`src/rtl/tsqr_pkg.sv`:
```
// rtl/tsqr_pkg.sv - shared parameters, types and helpers for the TSQR sequencer
package tsqr_pkg;

    localparam int BW         = 64;
    localparam int TILE_ROWS  = 4;
    localparam int TILE_COLS  = 2;
    localparam int MAX_TILES  = 16;
    localparam int R_WORDS    = TILE_COLS * (TILE_COLS + 1) / 2;

    localparam int TILE_WORDS = TILE_ROWS * TILE_COLS;
    localparam int DM0_DEPTH  = MAX_TILES * TILE_WORDS;
    localparam int DM0_AW     = $clog2(DM0_DEPTH);
    localparam int TRI_AW     = $clog2(R_WORDS);
    // Address counter must also hold the one-past-last value used to detect the end of a stream
    localparam int CNT_W      = $clog2(DM0_DEPTH + 1);
    localparam int N_W        = $clog2(MAX_TILES + 1);

    typedef logic [BW-1:0] word_t;

    typedef enum logic [1:0] {
        ST_IDLE,
        ST_MEM0,
        ST_MEM1,
        ST_DONE
    } tsqr_state_e;

    // Requested tile count saturated to what dm0 can hold
    function automatic logic [N_W-1:0] clamp_tiles(input logic [31:0] mx_no);
        if (mx_no > 32'(MAX_TILES)) begin
            return N_W'(MAX_TILES);
        end
        return mx_no[N_W-1:0];
    endfunction

endpackage

```
`src/rtl/tsqr_sp_ram.sv`:
```
// rtl/tsqr_sp_ram.sv - single-port RAM wrapper exposing the array as mem_0_ext.Memory
module tsqr_sp_ram #(
    parameter int DEPTH = 4,
    parameter int WIDTH = 64,
    parameter int AW    = $clog2(DEPTH)
) (
    input  logic             clk_i,
    input  logic             en_i,
    input  logic             we_i,
    input  logic [AW-1:0]    addr_i,
    input  logic [WIDTH-1:0] wdata_i,
    output logic [WIDTH-1:0] rdata_o
);

    tsqr_sp_ram_ext #(
        .DEPTH (DEPTH),
        .WIDTH (WIDTH),
        .AW    (AW)
    ) mem_0_ext (
        .clk_i   (clk_i),
        .en_i    (en_i),
        .we_i    (we_i),
        .addr_i  (addr_i),
        .wdata_i (wdata_i),
        .rdata_o (rdata_o)
    );

endmodule

```
`src/rtl/tsqr_sp_ram_ext.sv`:
```
// rtl/tsqr_sp_ram_ext.sv - single-port storage array with 1-cycle synchronous read
module tsqr_sp_ram_ext #(
    parameter int DEPTH = 4,
    parameter int WIDTH = 64,
    parameter int AW    = $clog2(DEPTH)
) (
    input  logic             clk_i,
    input  logic             en_i,
    input  logic             we_i,
    input  logic [AW-1:0]    addr_i,
    input  logic [WIDTH-1:0] wdata_i,
    output logic [WIDTH-1:0] rdata_o
);

    logic [WIDTH-1:0] Memory [0:DEPTH-1];

    // Write on we, otherwise register the addressed word; contents survive reset
    always_ff @(posedge clk_i) begin
        if (en_i) begin
            if (we_i) begin
                Memory[addr_i] <= wdata_i;
            end else begin
                rdata_o <= Memory[addr_i];
            end
        end
    end

endmodule

```
`src/rtl/tsqr_top.sv`:
```
// rtl/tsqr_top.sv - TSQR sequencer: streams dm0 tiles, then the R factor from tri_0
module tsqr_top
    import tsqr_pkg::*;
(
    input  logic        clock,
    input  logic        reset,
    input  logic        io_tsqr_en,
    input  logic [31:0] io_mx_no,
    output logic        io_mem0_fi,
    output logic        io_mem1_fi,
    output logic        io_r_vld,
    output word_t       io_r_0,
    output logic        io_tsqr_fi
);

    tsqr_state_e       state_q, state_d;
    logic [N_W-1:0]    n_q, n_d;
    logic [CNT_W-1:0]  cnt_q, cnt_d;
    logic [CNT_W-1:0]  total_words;
    word_t             r_hold_q, r_hold_d;
    logic              tile_vld_q;

    logic              dm0_en;
    logic [DM0_AW-1:0] dm0_addr;
    word_t             dm0_rdata;
    logic              tri_en;
    logic [TRI_AW-1:0] tri_addr;
    word_t             tri_rdata;

    logic              mem0_fi, mem1_fi, r_vld, tsqr_fi, abort;

    word_t             tile_data;
    logic              tile_vld;
    logic [BW:0]       qr_core_unused;

    assign total_words = CNT_W'(n_q) * CNT_W'(TILE_WORDS);

    tsqr_sp_ram #(
        .DEPTH (DM0_DEPTH),
        .WIDTH (BW),
        .AW    (DM0_AW)
    ) dm0 (
        .clk_i   (clock),
        .en_i    (dm0_en),
        .we_i    (1'b0),
        .addr_i  (dm0_addr),
        .wdata_i ('0),
        .rdata_o (dm0_rdata)
    );

    tsqr_sp_ram #(
        .DEPTH (R_WORDS),
        .WIDTH (BW),
        .AW    (TRI_AW)
    ) tri_0 (
        .clk_i   (clock),
        .en_i    (tri_en),
        .we_i    (1'b0),
        .addr_i  (tri_addr),
        .wdata_i ('0),
        .rdata_o (tri_rdata)
    );

    // Next-state, address generation and phase pulses; enable low mid-run aborts with quiet outputs
    always_comb begin
        state_d  = state_q;
        n_d      = n_q;
        cnt_d    = cnt_q;
        r_hold_d = r_hold_q;
        dm0_en   = 1'b0;
        dm0_addr = '0;
        tri_en   = 1'b0;
        tri_addr = '0;
        mem0_fi  = 1'b0;
        mem1_fi  = 1'b0;
        r_vld    = 1'b0;
        tsqr_fi  = 1'b0;
        abort    = 1'b0;

        case (state_q)
            ST_IDLE: begin
                cnt_d = '0;
                if (io_tsqr_en) begin
                    n_d     = clamp_tiles(io_mx_no);
                    state_d = ST_MEM0;
                end
            end
            ST_MEM0: begin
                if (!io_tsqr_en) begin
                    abort   = 1'b1;
                    cnt_d   = '0;
                    state_d = ST_IDLE;
                end else if (cnt_q < total_words) begin
                    dm0_en   = 1'b1;
                    dm0_addr = cnt_q[DM0_AW-1:0];
                    cnt_d    = cnt_q + CNT_W'(1);
                end else begin
                    mem0_fi = 1'b1;
                    cnt_d   = '0;
                    state_d = ST_MEM1;
                end
            end
            ST_MEM1: begin
                if (!io_tsqr_en) begin
                    abort   = 1'b1;
                    cnt_d   = '0;
                    state_d = ST_IDLE;
                end else begin
                    // cnt_q is the address being issued; the word for cnt_q-1 is on the RAM output
                    if (cnt_q < CNT_W'(R_WORDS)) begin
                        tri_en   = 1'b1;
                        tri_addr = cnt_q[TRI_AW-1:0];
                    end
                    if (cnt_q != '0) begin
                        r_vld = 1'b1;
                    end
                    if (cnt_q == CNT_W'(R_WORDS)) begin
                        mem1_fi = 1'b1;
                        cnt_d   = '0;
                        state_d = ST_DONE;
                    end else begin
                        cnt_d = cnt_q + CNT_W'(1);
                    end
                end
            end
            ST_DONE: begin
                tsqr_fi = 1'b1;
                if (!io_tsqr_en) begin
                    state_d = ST_IDLE;
                end
            end
            default: begin
                state_d = ST_IDLE;
            end
        endcase

        if (abort) begin
            r_hold_d = '0;
        end else if (r_vld) begin
            r_hold_d = tri_rdata;
        end
    end

    // State, tile count, address counter, held R word and tile-valid pipeline stage
    always_ff @(posedge clock or negedge reset) begin
        if (!reset) begin
            state_q    <= ST_IDLE;
            n_q        <= '0;
            cnt_q      <= '0;
            r_hold_q   <= '0;
            tile_vld_q <= 1'b0;
        end else begin
            state_q    <= state_d;
            n_q        <= n_d;
            cnt_q      <= cnt_d;
            r_hold_q   <= r_hold_d;
            tile_vld_q <= dm0_en;
        end
    end

    // Tile bus towards the QR core; valid only while the dm0 phase is still live
    assign tile_data      = dm0_rdata;
    assign tile_vld       = tile_vld_q && (state_q == ST_MEM0);
    assign qr_core_unused = {tile_vld, tile_data};

    assign io_mem0_fi = mem0_fi;
    assign io_mem1_fi = mem1_fi;
    assign io_r_vld   = r_vld;
    assign io_r_0     = r_vld ? tri_rdata : r_hold_q;
    assign io_tsqr_fi = tsqr_fi;

endmodule

```
`config.mk`:
```
export PLATFORM = sky130hd
export DESIGN_NAME = tsqr_top
export DESIGN_NICKNAME = d
export VERILOG_FILES = /design/src/rtl/tsqr_pkg.sv /design/src/rtl/tsqr_sp_ram.sv /design/src/rtl/tsqr_sp_ram_ext.sv /design/src/rtl/tsqr_top.sv
export SDC_FILE = /design/constraint.sdc
export NUM_CORES = 1
export LEC_CHECK = 0
export ABC_AREA = 1
export CORE_UTILIZATION = 35
export CTS_CLUSTER_DIAMETER = 40
export CTS_CLUSTER_SIZE = 14
export DETAILED_ROUTE_END_ITERATION = 10
export GPL_TIMING_DRIVEN = 0
export PLACE_DENSITY = 0.79
export SLEW_MARGIN = 20
export SYNTH_ARGS = -nofsm -noshare
export SYNTH_HDL_FRONTEND = slang
export SYNTH_SLANG_ARGS = --single-unit
```
`constraint.sdc`:
```
create_clock -name clock -period 1.9 [get_ports clock]
set_input_delay 0.57 -clock clock [delete_from_list [all_inputs] [get_ports clock]]
set_output_delay 0.57 -clock clock [all_outputs]
set_load 0.01 [all_outputs]
```
==> impl_metrics.csv, run 1 <==
group,metric,value,unit
synth,synth_compound_area_share,3.65,%
global_routing,grt_overflow,0,
layout,final_area,2740,µm²
outcome,violations,"setup timing",
outcome,status,"complete, but fails checks",
timing,max_slew_margin,55.8,%
worst_setup_path,crit_path_max_fanout,2,
power,peakVddDrop,313,µV
synth,synth_top_family_by_area,"buffers and inverters",
worst_setup_path,crit_required,1.33,ns
cts,cts_inserted_buffers,3,
timing,fmax,485,MHz
worst_setup_path,regToRegEndpoint,"cnt_q[6]$_DFFE_PN0P_",
job,max_cap_viol_count,0,
worst_setup_path,startpoint_type,"flop",
global_routing,grt_pass1_wl,6180,µm
floorplanning,start_util,37.4,%
routing,ant_nets,0,
cts,cts_tree,"built",
synth,syn_avg_cell_area,7.09,µm²
timing,hold_viol_final,0,
cts,cts_max_path_buffers,2,
cts,clk_pin_slew,0.06,ns
synth,synth_enable_flop_cells,0,
power,p_leak,1.54,nW
floorplanning,row_count,25,
timing,period_share,108,%
floorplanning,ios,103,
timing,fin_crit,2.06,ns
routing,via_per_inst,3.88,
global_routing,first_global_vias,1567,
placement,placed_cell_area,2520,µm²
floorplanning,die-area,5480,µm²
routing,drc,0,
synth,synth_warnings,0,
worst_setup_path,r2r-start,"cnt_q[5]$_DFFE_PN0P_",
routing,post_drt_wl_per_cell,8.77,µm
synth,synthXorXnorAreaFrac,1.45,%
synth,synth_seq_area_share,20.7,%
placement,routabilityCongestion,0.836,
global_routing,antenna_found_initial,0,
timing,slew_violations,0,
layout,drive_gt1_share,32.1,%
layout,syn2layout_area_growth,51.0,%
timing,rsz0062_at_grt,"true",
layout,nets,425,
cts,cts-root-buf,"clkbuf_8",
timing,setup_violations,3,
timing,holdWs,0.488,ns
synth,synthFlopType,"dfrtp_1",
routing,drtIter0Drc,71,
layout,antenna_cells,0,
routing,vias,1723,
placement,io_buffer_count,38,
worst_setup_path,worstPathArrival,1.49,ns
global_routing,grtUsageTotal,14.3,%
synth,async_flop_share,100,%
worst_hold_path,whs_endpoint,"n_q[2]$_DFFE_PN0P_",
floorplanning,core,4850,µm²
cts,htreeDepth,1,
worst_setup_path,reg2reg_slack,0.27,ns
synth,yosysUniqueCellTypes,29,
synth,netlist_instances,256,
timing,setup_slack,-0.161,ns
worst_setup_path,crit_type,"reg -> out",
worst_hold_path,whs_path_depth,2,
global_routing,grt_start_max_net_pins,16,
floorplanning,die_height,74.0,µm
timing,worst_slew_pin_slew,0.661,ns
floorplanning,dieWidth,74.0,µm
worst_setup_path,r2r_cells,10,
synth,synthAdderAreaFrac,8.27,%
power,power.density,546,nW/µm²
cts,cts_num_sinks,15,
timing,fin_skew,0.00141,ns
worst_hold_path,worstHoldStart,"n_q[2]$_DFFE_PN0P_",
synth,yosys.area_share.simple,31.6,%
layout,layout_commonest_cell,"buf_4",
routing,firstDrtPassIters,4,
placement,dp_hpwl,2990,µm
cts,holdBufCountCts,0,
synth,syn_area,1820,µm²
worst_hold_path,min_path_type,"reg -> reg",
layout,layout_common_cells,"buf_4, conb_1, nand2_1",
cts,clock_latency,0.25,ns
worst_setup_path,critPathCaptureType,"primary output",
synth,muxShareOfSynthArea,0.551,%
routing,wl,3890,µm
synth,ys_ff_latch,15,
logic make-up after synthesis:
| family | count (synthesis) |
|---|---|
| multiplexers | 1 |
| other | 1 |
| flip-flops | 15 |
| AO/OA/AOI/OAI | 9 |
| buffers and inverters | 98 |
| XOR/XNOR | 3 |
| AND/OR/NAND/NOR | 117 |
| adder cells (fa/ha/maj) | 12 |
stage by stage:
| step | setup TNS [ns] | instances | total power, mW | utilization (%) | setup slack [ns] |
|---|---|---|---|---|---|
| 6_report | -0.344 | 444 | 1.50 | 56.5 | -0.161 |
| 2_1_floorplan | 0 | 319 | 0.925 | - | 0.140 |
| 3_5_place_dp | -2.02 | 424 | 1.11 | 51.9 | -0.729 |
| 5_1_grt | -0.518 | 444 | 1.60 | 56.5 | -0.222 |
| 3_3_place_gp | -1.95 | 424 | 1.09 | 51.9 | -0.682 |
| 4_1_cts | -0.181 | 436 | 1.42 | 54.6 | -0.174 |
where the power goes:
group / leakage, nW / total, mW / switching [mW] / internal (mW)
clock network: 0.0228 / 0.265 / 0.116 / 0.149
registers: 0.204 / 0.390 / 0.0351 / 0.355
logic: 1.31 / 0.841 / 0.451 / 0.390
critical path, cell delays in order (launching register included):
cell and delay, ns:
dfrtp_1 0.42, ha_4 0.30, nand2_2 0.05, nand2_2 0.06, nand2_2 0.07, a31oi_1 0.18
buf_2 0.16
worst max path at each step:
stage                      end  slack, ns                  from  cells after the start
floorplan           io_mem0_fi       0.14  cnt_q[7]$_DFFE_PN0P_                      5
global placement    io_mem1_fi      -0.68            io_tsqr_en                      4
detailed placement  io_mem1_fi      -0.73            io_tsqr_en                      4
CTS                 io_mem0_fi      -0.17  cnt_q[5]$_DFFE_PN0P_                      6
global route        io_mem0_fi      -0.22    n_q[3]$_DFFE_PN0P_                      7
finish              io_mem0_fi      -0.16  cnt_q[5]$_DFFE_PN0P_                      6
sequential cells by signal, indices dropped and copies added, names as in the netlist:
| name | count |
|---|---|
| state_q | 2 |
| cnt_q | 8 |
| n_q | 5 |
synth_stat cells (all sizes together) (3+ instances only):
master | number | area share, %
a21oi | 3 | 1.0
nand3 | 15 | 5.8
nand2 | 61 | 13
nor2 | 27 | 7.3
buf | 65 | 27
xor2 | 3 | 1.4
ha | 12 | 8.3
inv | 33 | 6.8
nand4 | 5 | 2.5
a31oi | 3 | 1.0
nor3 | 6 | 1.7
dfrtp | 15 | 21
what timing repair did:
item,4_1_cts,5_1_grt
resized for setup,23,11
pin swaps,6,9
endpoints found under the setup margin,4,3
cloned,0,0
buffers inserted,8,8
cell type report:
class,count,area [µm²]
fillers,435,2110
multi-input cells,206,1140
repair buffers,54,490
plain buffers,65,485
flip-flops and latches,15,375
inverters,33,124
well taps,67,83.8
clock buffers,4,45.0
routing by layer:
metal / GRT usage [%] / wire [µm] / share of wire (%)
met3: 0.949 / 215 / 5.5
met5: 0 / 0 / 0
met1: 14.4 / 1440 / 37
met2: 29.5 / 2150 / 55
met4: 6.20 / 79 / 2.0
No activity file was read; power rests on OpenSTA's default activity.
==> run 2, diff against run 1 <==
--- a/config.mk
+++ b/config.mk
@@ -6,6 +6,7 @@
 export NUM_CORES = 1
 export LEC_CHECK = 0
 export ABC_AREA = 1
+export CORE_ASPECT_RATIO = 0.9
 export CORE_UTILIZATION = 35
 export CTS_CLUSTER_DIAMETER = 40
 export CTS_CLUSTER_SIZE = 14
==> impl_metrics.csv, run 2 (same netlist as run 1, synthesis figures left out) <==
group,metric,value,unit
global_routing,grt_pass1_wl,6170,µm
cts,cts-root-buf,"clkbuf_8",
power,peakVddDrop,321,µV
floorplanning,start_util,36.9,%
routing,wl,3880,µm
worst_setup_path,r2r-start,"cnt_q[5]$_DFFE_PN0P_",
power,power_frac_comb,56.6,%
layout,drive_gt1_share,30.7,%
timing,setup_violations,3,
timing,fin_skew,0.00714,ns
power,clockPowerShare,17.5,%
floorplanning,core,4920,µm²
cts,cts_inserted_buffers,3,
layout,nets,422,
worst_setup_path,crit_path_max_fanout,2,
timing,slew_violations,0,
worst_setup_path,startpoint_type,"flop",
routing,ant_nets,0,
routing,drtIter0Drc,76,
layout,syn2layout_area_growth,50.2,%
cts,cts_num_sinks,15,
power,p_int,0.906,mW
timing,rsz0062_at_grt,"true",
routing,post_drt_wl_per_cell,8.84,µm
timing,tns,-0.288,ns
power,switching_share,40.7,%
worst_setup_path,crit_type,"reg -> out",
power,p_leak,1.53,nW
worst_hold_path,worstHoldStart,"n_q[3]$_DFFE_PN0P_",
timing,fmax,479,MHz
worst_setup_path,worstPathArrival,1.52,ns
worst_setup_path,r2r_cells,10,
floorplanning,dieWidth,77.9,µm
timing,fin_crit,2.09,ns
timing,hold_viol_final,0,
outcome,status,"complete, but fails checks",
layout,layout_common_cells,"buf_4, conb_1, nand2_1",
routing,firstDrtPassIters,4,
layout,final_area,2730,µm²
layout,layout_commonest_cell,"buf_4",
worst_setup_path,regToRegEndpoint,"cnt_q[7]$_DFFE_PN0P_",
worst_hold_path,whs_endpoint,"n_q[3]$_DFFE_PN0P_",
worst_setup_path,reg2reg_slack,0.19,ns
routing,via_per_inst,3.86,
floorplanning,ios,103,
global_routing,grt_start_max_net_pins,16,
power,seqPwrFrac,25.8,%
routing,drc,0,
floorplanning,die_height,70.3,µm
timing,worst_slew_pin_slew,0.672,ns
timing,max_slew_margin,55.1,%
worst_setup_path,crit_required,1.33,ns
power,switchingPower,0.622,mW
global_routing,first_global_vias,1523,
placement,placed_cell_area,2510,µm²
timing,setup_slack,-0.188,ns
placement,io_buffer_count,38,
timing,period_share,110,%
worst_hold_path,whs_path_depth,2,
floorplanning,die-area,5480,µm²
worst_setup_path,critPathCaptureType,"primary output",
cts,clk_pin_slew,0.06,ns
placement,dp_hpwl,2990,µm
timing,holdWs,0.482,ns
layout,fill_cells,438,
global_routing,grt_overflow,0,
global_routing,grtUsageTotal,13.9,%
global_routing,antenna_found_initial,0,
layout,postLayoutCoreUtil,55.4,%
layout,largest_reg_flops,8,
power,power.density,560,nW/µm²
layout,regMostFlops,"cnt_q",
routing,vias,1695,
outcome,violations,"setup timing",
job,max_cap_viol_count,0,
floorplanning,row_count,24,
cts,cts_tree,"built",
cts,clock_latency,0.25,ns
placement,routabilityCongestion,0.817,
layout,reg_top3,"cnt_q (8), n_q (5), state_q (2)",
layout,antenna_cells,0,
cts,cts_max_path_buffers,2,
worst_hold_path,min_path_type,"reg -> reg",
cts,htreeDepth,1,
run 2: cell count changes in the layout (fill, tap and decap cells not counted), sizes merged:
cell,before,now
buf,84,81
run 2: what timing repair did:
| item | CTS | global route |
|---|---|---|
| hold buffers | 0 | 0 |
| pin swaps | 6 | 5 |
| resized for setup | 24 | 8 |
| setup buffers | 8 | 5 |
| endpoints found under the setup margin | 4 | 3 |
| endpoints found under the hold margin | 0 | 0 |
| gates cloned | 0 | 0 |
run 2: final cells by class:
type                            count  area [µm²]  share of cell area, %
Inverter                           33         124                   4.54
Multi-Input combinational cell    206        1150                   42.4
Clock buffer                        4        45.0                   1.65
Tap cell                           65        81.3                   2.98
Sequential cell                    15         375                   13.8
Timing Repair Buffer               51         460                   16.9
Buffer                             65         485                   17.8
run 2: worst max-delay path: stages (launching register included):
cell     delay (ns)
dfrtp_1        0.39
ha_1           0.30
nand2_1        0.07
nor2_1         0.10
nand2_1        0.11
a31oi_4        0.15
buf_2          0.15
run 2: metal layers:
metal  up-vias  part of all wire [%]  track usage, %
li1        899                     -               -
met1       737                    36            14.6
met3         7                   6.2            2.88
met5         -                     0               0
met2        52                    56            27.1
met4         0                   1.6            4.53
run 2: worst max path at each step:
| stage | end | slack (ns) | start |
|---|---|---|---|
| after floorplan | io_mem0_fi | 0.14 | cnt_q[7]$_DFFE_PN0P_ |
| after global placement | io_mem1_fi | -0.71 | io_tsqr_en |
| after detailed placement | io_r_vld | -0.71 | io_tsqr_en |
| after CTS | io_mem0_fi | -0.19 | cnt_q[7]$_DFFE_PN0P_ |
| after global routing | io_mem0_fi | -0.24 | n_q[2]$_DFFE_PN0P_ |
| final | io_mem0_fi | -0.19 | cnt_q[5]$_DFFE_PN0P_ |
run 2: power by group through the flow:
stage	Sequential (mW)	Clock (mW)	Combinational (mW)
floorplan	0.389	0	0.536
global placement	0.398	0	0.688
detailed placement	0.398	0	0.703
CTS	0.390	0.271	0.782
global route	0.400	0.293	0.956
finish	0.395	0.268	0.865
run 2: per-stage QoR:
stage / cells / worst slack, ns / power, mW
floorplan: 319 / 0.140 / 0.925
global placement: 422 / -0.710 / 1.09
detailed placement: 422 / -0.713 / 1.10
CTS: 434 / -0.186 / 1.44
global route: 439 / -0.240 / 1.65
finish: 439 / -0.188 / 1.53
